`src/rtl/snoop_bus_arbiter.sv`:
```
// snoop_bus_arbiter: round-robin arbiter for the shared tri-state snoop bus.
// Holds the grant across bus_busy transactions and revokes an idle owner
// after MAX_TENURE cycles while others wait. A one-cycle turnaround (TURN)
// separates consecutive grants.
// Optional feature macro: ARB_PRIO_CLASS_EN adds hi_prio_mask, which gives
// a high-priority class precedence in arbitration and in tenure revocation.
module snoop_bus_arbiter #(
    parameter int NUM_REQ    = 4,
    parameter int MAX_TENURE = 64,
    parameter int ID_W       = $clog2(NUM_REQ)
) (
    input  logic               clk,
    input  logic               reset,
    input  logic [NUM_REQ-1:0] bus_req,
    input  logic               bus_busy,
`ifdef ARB_PRIO_CLASS_EN
    input  logic [NUM_REQ-1:0] hi_prio_mask,
`endif
    output logic [NUM_REQ-1:0] bus_grant,
    output logic               grant_valid,
    output logic [ID_W-1:0]    grant_id,
    output logic               tenure_timeout
);

    localparam int CNT_W = (MAX_TENURE > 0) ? $clog2(MAX_TENURE + 1) : 1;
    localparam logic [CNT_W-1:0] CNT_MAX = CNT_W'(MAX_TENURE);

    typedef enum logic [1:0] {
        IDLE = 2'd0,
        OWN  = 2'd1,
        TURN = 2'd2
    } state_t;

    state_t             state, state_nxt;
    logic [CNT_W-1:0]   tenure_cnt, tenure_nxt;
    logic [ID_W-1:0]    last_winner, last_nxt;
    logic [ID_W-1:0]    id_nxt;
    logic [NUM_REQ-1:0] grant_nxt;
    logic               timeout_nxt;

    logic [NUM_REQ-1:0] arb_req;
    logic [NUM_REQ-1:0] rivals;
    logic               pick_found;
    logic [ID_W-1:0]    pick_idx;
    logic [ID_W-1:0]    scan_idx;
    logic               owner_release;
    logic               revoke_hit;

    // Saturating increment of the tenure counter.
    function automatic logic [CNT_W-1:0] sat_inc(input logic [CNT_W-1:0] v);
        if (v == CNT_MAX) begin
            return v;
        end
        return v + CNT_W'(1);
    endfunction

    // Eligible request set and the waiting requesters that may force revocation.
`ifdef ARB_PRIO_CLASS_EN
    logic owner_hi;
    always_comb begin
        owner_hi = |(bus_grant & hi_prio_mask);
        arb_req  = ((bus_req & hi_prio_mask) != '0) ? (bus_req & hi_prio_mask) : bus_req;
        rivals   = owner_hi ? (bus_req & ~bus_grant & hi_prio_mask)
                            : (bus_req & ~bus_grant);
    end
`else
    always_comb begin
        arb_req = bus_req;
        rivals  = bus_req & ~bus_grant;
    end
`endif

    // Round-robin pick: first eligible index after last_winner, wrapping.
    always_comb begin
        pick_found = 1'b0;
        pick_idx   = last_winner;
        scan_idx   = last_winner;
        for (int i = NUM_REQ; i >= 1; i--) begin
            scan_idx = ID_W'((int'(last_winner) + i) % NUM_REQ);
            if (arb_req[scan_idx]) begin
                pick_found = 1'b1;
                pick_idx   = scan_idx;
            end
        end
    end

    // Owner-side release and revocation conditions.
    always_comb begin
        owner_release = !bus_req[grant_id] && !bus_busy;
        revoke_hit    = (MAX_TENURE > 0) && (tenure_cnt == CNT_MAX) && (rivals != '0);
    end

    // Next-state and next-output logic for the IDLE/OWN/TURN machine.
    always_comb begin
        state_nxt   = state;
        grant_nxt   = bus_grant;
        id_nxt      = grant_id;
        last_nxt    = last_winner;
        tenure_nxt  = tenure_cnt;
        timeout_nxt = 1'b0;
        case (state)
            IDLE: begin
                grant_nxt = '0;
                if (pick_found) begin
                    state_nxt  = OWN;
                    grant_nxt  = NUM_REQ'(1) << pick_idx;
                    id_nxt     = pick_idx;
                    last_nxt   = pick_idx;
                    tenure_nxt = '0;
                end
            end
            OWN: begin
                if (owner_release) begin
                    // Normal release takes precedence over a coincident timeout.
                    state_nxt  = TURN;
                    grant_nxt  = '0;
                    tenure_nxt = '0;
                end else if (bus_busy) begin
                    // An in-flight transaction always wins over revocation.
                    tenure_nxt = '0;
                end else if (revoke_hit) begin
                    state_nxt   = TURN;
                    grant_nxt   = '0;
                    tenure_nxt  = '0;
                    timeout_nxt = 1'b1;
                end else if (rivals != '0) begin
                    tenure_nxt = sat_inc(tenure_cnt);
                end
            end
            TURN: begin
                state_nxt = IDLE;
                grant_nxt = '0;
            end
            default: begin
                state_nxt = IDLE;
                grant_nxt = '0;
            end
        endcase
    end

    // State register; reset drops the grant without waiting for a clock.
    always_ff @(posedge clk or negedge reset) begin
        if (!reset) begin
            state <= IDLE;
        end else begin
            state <= state_nxt;
        end
    end

    // Registered outputs, round-robin pointer and tenure counter.
    always_ff @(posedge clk or negedge reset) begin
        if (!reset) begin
            bus_grant      <= '0;
            grant_valid    <= 1'b0;
            grant_id       <= '0;
            tenure_timeout <= 1'b0;
            last_winner    <= ID_W'(NUM_REQ - 1);
            tenure_cnt     <= '0;
        end else begin
            bus_grant      <= grant_nxt;
            grant_valid    <= |grant_nxt;
            grant_id       <= id_nxt;
            tenure_timeout <= timeout_nxt;
            last_winner    <= last_nxt;
            tenure_cnt     <= tenure_nxt;
        end
    end

endmodule
```
`config.mk`:
```
export PLATFORM = sky130hd
export DESIGN_NAME = snoop_bus_arbiter
export DESIGN_NICKNAME = d
export VERILOG_FILES = /design/src/rtl/snoop_bus_arbiter.sv
export SDC_FILE = /design/constraint.sdc
export NUM_CORES = 1
export LEC_CHECK = 0
export BUFFER_PORTS_ARGS = -buffer_cell sky130_fd_sc_hd__buf_2
export CORE_ASPECT_RATIO = 1.1
export CORE_MARGIN = 1.5
export CORE_UTILIZATION = 30
export DETAILED_ROUTE_END_ITERATION = 10
export PLACE_DENSITY = 0.47
export SETUP_SLACK_MARGIN = 0.4
export SLEW_MARGIN = 20
export SYNTH_ARGS = -nofsm -noshare
export SYNTH_HDL_FRONTEND = slang
export SYNTH_SLANG_ARGS = --single-unit
```
`constraint.sdc`:
```
create_clock -name clk -period 1.8 [get_ports clk]
set_input_delay 0.27 -clock clk [delete_from_list [all_inputs] [get_ports clk]]
set_output_delay 0.27 -clock clk [all_outputs]
set_load 0.1 [all_outputs]
```
==> impl_metrics.tcl, run 1 <==
set metrics [dict create \
    run_status "finished, final reports clean" \
    rows 23 \
    period_needed_ps 1702 \
    synth_top_flop_cell "dfrtp_1" \
    die_ar_sq_mm 0.004271 \
    worst-endpoint-arrival_ps 1850 \
    synthDominantCellAreaShare_pct 36.48 \
    utilization_pct 43.41 \
    start_util_pct 31.66 \
    setup.worst_path.end_class "flop" \
    floorplan.die.width_um 62.45 \
    setup_tns_ps 0 \
    detailroute.via_count 1002 \
    grt.overflow.total 0 \
    n_antenna_cell 0 \
    post_synth_instance_area_sq_mm 0.001166 \
    worst_slew_pin_slew_ps 485.2 \
    finClkSkew_ps 1.126 \
    setup-violations-final 0 \
    r2r_cells 4 \
    yosysMostFrequentCell "dfrtp_1" \
    cts_made_buffers 3 \
    fillers 376 \
    numPortBuffers 14 \
    globalRouteTotalUtil_pct 14.51 \
    detail_route.wirelength_um 2867 \
    cp-start-kind "flop" \
    timing.final.ws_setup_ps 98.20 \
    first_iter_violations 35 \
    proportion_of_register_bits_with_asynchronous_set_or_reset_after_synthesis_pct 100.0 \
    worstReg2RegStart "tenure_cnt[3]" \
    worst_ir_drop_vdd_mv 0.5249 \
    detail-route-antenna-nets 0 \
    worstPathMaxFanout 7 \
    reg2reg_slack_ps 100 \
    slew_viol_final 0 \
    number_of_nets_in_the_layout 155 \
    synth-edff-count 0 \
    tritoncts_num_sinks 19 \
    power.static_leakage_nw 0.6538 \
    fmaxAchievable_mhz 587.6 \
    max-clock-path-buffers 2 \
    cts-htree-levels 1 \
    pin_count_of_the_biggest_net_entering_global_routing 20 \
    routed_wire_length_per_instance_um 14.70 \
    rsz0062_at_grt "yes" \
    timing_worst_setup_path_type "flop to flop" \
    vias_in_the_first_global_route 959 \
    hold_class "primary input to async pin" \
    crit_share_post_route_pct 94.54 \
    power_density_mw_per_mm2 1684 \
    synthToLayoutAreaGrowth_pct 37.12 \
    post_synth_inst_count 116 \
    crit_path_end "bus_grant[1]" \
    synth.largest_area_cell "dfrtp_1" \
    p_total_mw 2.693 \
    cts_root_buffer "clkbuf_8" \
    core_region_area_sq_mm 0.003684 \
    yosysWarningCount 0 \
    synth_fp_nets 125 \
    ys_seq_area_share_pct 40.99 \
    clock_tree_from_tritoncts "built" \
    synth_area_leaders "dfrtp_1 (36%), dfstp_2 (4.5%), o211ai_1 (3.9%), nand4_1 (3.8%), mux2i_1 (3.4%)" \
    routed_vias_inst 5.138 \
    clk_pin_slew_ps 70 \
    yosysUniqueCellTypes 42 \
    critPathRequiredTime_ps 1950 \
    crit_path_start "tenure_cnt[3]" \
    crit-reg2reg-capture "bus_grant[1]" \
    post_synth.cell_area_avg_sq_um 10.05 \
    drive_gt1_share_pct 40.69 \
    routabilityCongestion 0.7509 \
    timing.hold.ws_ps 503.1 \
    slew_headroom_pct 67.87 \
    timing_hold_violations_final 0 \
    max_cap_violations 0 \
    ys_top_cells_by_count "dfrtp_1 (17), inv_1 (10), nand4_1 (7), nor2_1 (7)" \
    remaining_drc_errors 0 \
    detailed_router_iteration_count_before_antenna_repair 4 \
    die-height_um 68.39 \
    preCtsSetupSlack_ps 56.72 \
    floorplan.io_pins 15 \
    clk_latency_ps 250 \
    antenna_found_initial 0 \
    dp_hpwl_um 2080 \
    grt_pass1_wl_um 4629 \
    register_bit_count_reported_by_yosys 19 \
]
==> worst max-delay path, stage by stage, from the launching register on <==
cell	delay, ps
dfrtp_1	390
or4b_4	560
nor4b_4	280
a221oi_4	140
a32o_1	230
==> cell families (layout without fill, tap and decap cells) <==
group                      count (synthesis)  in the layout  share of synthesized area, %
buffers and inverters                     13             42                         4.507
AOI/OAI and AO/OA                         30             30                         22.21
adders and majority gates                  2              2                         2.146
DFF                                       19             19                         40.99
muxes                                      5              5                         4.399
and+or+nand+nor                           47             47                         25.75
==> where the power goes <==
group	total, mW	leakage (nW)	switching (mW)	internal [mW]
Clock	0.302	0.0228	0.144	0.157
Combinational	1.62	0.394	1.01	0.616
Sequential	0.768	0.237	0.158	0.609
==> sequential cells by signal, summed over array words and instances (netlist names) <==
signal / cells
tenure_timeout: 1
tenure_cnt: 7
bus_grant: 4
last_winner: 2
state: 2
grant_valid: 1
grant_id: 2
==> cells in the final DEF (no fill, tap or decap), types with 5 or more instances in the layout <==
master / count
o211ai_1: 6
inv_1: 10
nand3_1: 5
nor2_1: 7
buf_4: 12
dfrtp_4: 5
buf_2: 9
nand4_1: 7
dfrtp_1: 11
==> per-layer routing <==
metal	vias up	track usage, %	part of all wire, %
li1	499	-	-
met1	487	17.34	46
met2	14	26.21	51
met3	2	2.138	2.3
met4	0	6.667	0.66
met5	-	0	0
==> final cells by class <==
class                           count  area [sq um]  area share, %
Multi-Input combinational cell     84         737.0          46.09
Sequential cell                    19         498.0          31.14
Timing Repair Buffer               28         219.0          13.69
Tap cell                           50         62.56          3.912
Clock buffer                        4         45.04          2.817
Inverter                           10         37.54          2.347
==> worst min path at each step <==
stage           from  slack [ps]           end  cells after the start
2_1_floorplan  reset         -30  bus_grant[1]                      0
3_3_place_gp   reset         250   grant_id[0]                      1
3_5_place_dp   reset         250   grant_id[0]                      1
4_1_cts        reset         510   grant_id[0]                      2
5_1_grt        reset         540   grant_id[0]                      2
6_report       reset         500   grant_id[0]                      2
==> stage by stage <==
| step | std cells | cell area (sq um) |
|---|---|---|
| 2_1_floorplan | 116 | 1261 |
| 5_1_grt | 195 | 1599 |
| 3_3_place_gp | 185 | 1451 |
| 6_report | 195 | 1599 |
| 4_1_cts | 192 | 1546 |
| 3_5_place_dp | 185 | 1451 |
==> what timing repair did <==
| item | in CTS | in global routing |
|---|---|---|
| setup endpoints to repair | 17 | 23 |
| setup buffers | 2 | 3 |
| endpoints found under the hold margin | 17 | 0 |
| pin swaps | 3 | 4 |
| resized for setup | 6 | 9 |
| hold buffers | 1 | 0 |
Power figures use the tool's default switching activity.
==> run 2, diff against run 1 <==
Settings changed: PLACE_DENSITY 0.47 to 0.45, TNS_END_PERCENT set to 10.
Clock period 1.8 ns to 2.1 ns, I/O delays scaled along.
==> run 2 against run 1 <==
The flow now finishes with violations (negative hold slack); total power down 23%; combinational power down 28%; die area unchanged; largest cell class unchanged; highest routed layer unchanged.
==> impl_metrics.tcl, run 2 (synthesis results as in run 1) <==
set metrics [dict create \
    grt_util_met2_pct 26.75 \
    timing.final.ws_setup_ps 350.7 \
    finClkSkew_ps 3.430 \
    fmaxAchievable_mhz 571.6 \
    detailroute.via_count 990 \
    rows 23 \
    setup.worst_path.end_class "flop" \
    cts_root_buffer "clkbuf_8" \
    hold_class "primary input to async pin" \
    reg2reg_slack_ps 350 \
    numPortBuffers 14 \
    detailed_router_iteration_count_before_antenna_repair 4 \
    timing_worst_setup_path_type "flop to flop" \
    setup_tns_ps 0 \
    clk_pin_slew_ps 70 \
    vias_in_the_first_global_route 986 \
    power_density_mw_per_mm2 1455 \
    setup-violations-final 0 \
    detail-route-antenna-nets 0 \
    detail_route.wirelength_um 2815 \
    run_status "complete, but fails checks" \
    cts_hold_buf 0 \
    clk_latency_ps 260 \
    worst-endpoint-arrival_ps 1900 \
    timing_hold_violations_final 8 \
    grt_use_met1_pct 16.68 \
    clock_tree_from_tritoncts "built" \
    cts_made_buffers 3 \
    globalRouteTotalUtil_pct 13.98 \
    die-height_um 68.39 \
    antenna_found_initial 0 \
    critPathRequiredTime_ps 2250 \
    fillers 387 \
    global_route.usage.met3_pct 1.645 \
    largest_register "tenure_cnt" \
    number_of_nets_in_the_layout 148 \
    worst_slew_pin_slew_ps 487.3 \
    postPlaceCellArea_sq_mm 0.001334 \
    floorplan.io_pins 15 \
    pin_count_of_the_biggest_net_entering_global_routing 20 \
    slew_headroom_pct 67.74 \
    dp_hpwl_um 2044 \
    crit_path_start "tenure_cnt[2]" \
    crit-reg2reg-capture "bus_grant[1]" \
    cts-htree-levels 1 \
    worstPathMaxFanout 7 \
    tritoncts_num_sinks 19 \
    grt_pass1_wl_um 4685 \
    failed_checks "negative hold slack" \
    floorplan.die.width_um 62.45 \
    n_antenna_cell 0 \
    max_cap_violations 0 \
    rsz0062_at_grt "yes" \
    preCtsSetupSlack_ps 304.8 \
    biggestRegsByFlops "tenure_cnt x7, bus_grant x4" \
    grt.overflow.total 0 \
    mostFrequentLayoutCells "buf_2 (14), inv_1 (10), dfrtp_1 (10)" \
    crit_path_end "bus_grant[1]" \
    power.static_leakage_nw 0.5971 \
    max-clock-path-buffers 2 \
    routed_vias_inst 5.266 \
    period_needed_ps 1749 \
    worst_ir_drop_vdd_mv 0.3702 \
    drive_gt1_share_pct 34.78 \
    slew_viol_final 0 \
    routed_wire_length_per_instance_um 14.97 \
    core_region_area_sq_mm 0.003684 \
    remaining_drc_errors 0 \
    timing.hold.ws_ps -3.865 \
    worstReg2RegStart "tenure_cnt[2]" \
    cp-start-kind "flop" \
    crit_share_post_route_pct 83.30 \
    r2r_cells 4 \
    first_iter_violations 29 \
    synthToLayoutAreaGrowth_pct 22.53 \
    flip_flop_count_of_the_largest_register_all_copies_and_words_added 7 \
    final_common_cell "buf_2" \
    design_area_sq_mm 0.001429 \
    routabilityCongestion 0.7248 \
    p_total_mw 2.078 \
    start_util_pct 31.66 \
    grt.busiest_layer "met2" \
    die_ar_sq_mm 0.004271 \
]
-- run 2: final cells by class --
class / count / area (sq um) / area share (%)
clock inverters: 1 / 5.005 / 0.3503
flip-flops and latches: 19 / 499.2 / 34.94
multi-input cells: 84 / 660.6 / 46.23
repair buffers: 21 / 122.6 / 8.581
inverters: 10 / 37.54 / 2.627
clock buffers: 3 / 41.29 / 2.890
well taps: 50 / 62.56 / 4.378
-- run 2: how the worst min path moves through the flow --
stage	start	to	slack, ps	cells after the start
after detailed placement	reset	grant_id[1]	290	1
after CTS	reset	bus_grant[3]	10	1
after global placement	reset	grant_id[1]	290	1
after global routing	reset	grant_id[1]	30	1
after floorplan	reset	bus_grant[1]	20	0
final	reset	grant_id[1]	-4	1
-- run 2: layer usage --
layer  routed length (um)  share of wire, %
met5                    0                 0
met4                   18              0.64
met3                   89               3.2
met2                 1400                50
met1                 1307                46
-- run 2: power breakdown --
group | internal (mW) | switching, mW
Combinational | 0.359 | 0.811
Sequential | 0.522 | 0.130
Clock | 0.132 | 0.123
-- run 2: repair_timing --
action | in CTS | in global routing
endpoints found under the setup margin | 11 | 14
setup buffers | 0 | 3
resized for setup | 1 | 4
pin swaps | 0 | 3
-- run 2: critical path, cell delays in order (launching register included) --
cell,delay (ps)
dfrtp_2,420
or4b_4,560
nor4b_4,270
a221oi_4,140
a32o_2,250
-- run 2: stage by stage --
step,cells,util (%)
floorplan,116,-
global placement,181,36.21
detailed placement,181,36.21
CTS,185,37.70
global route,188,38.79
finish,188,38.79
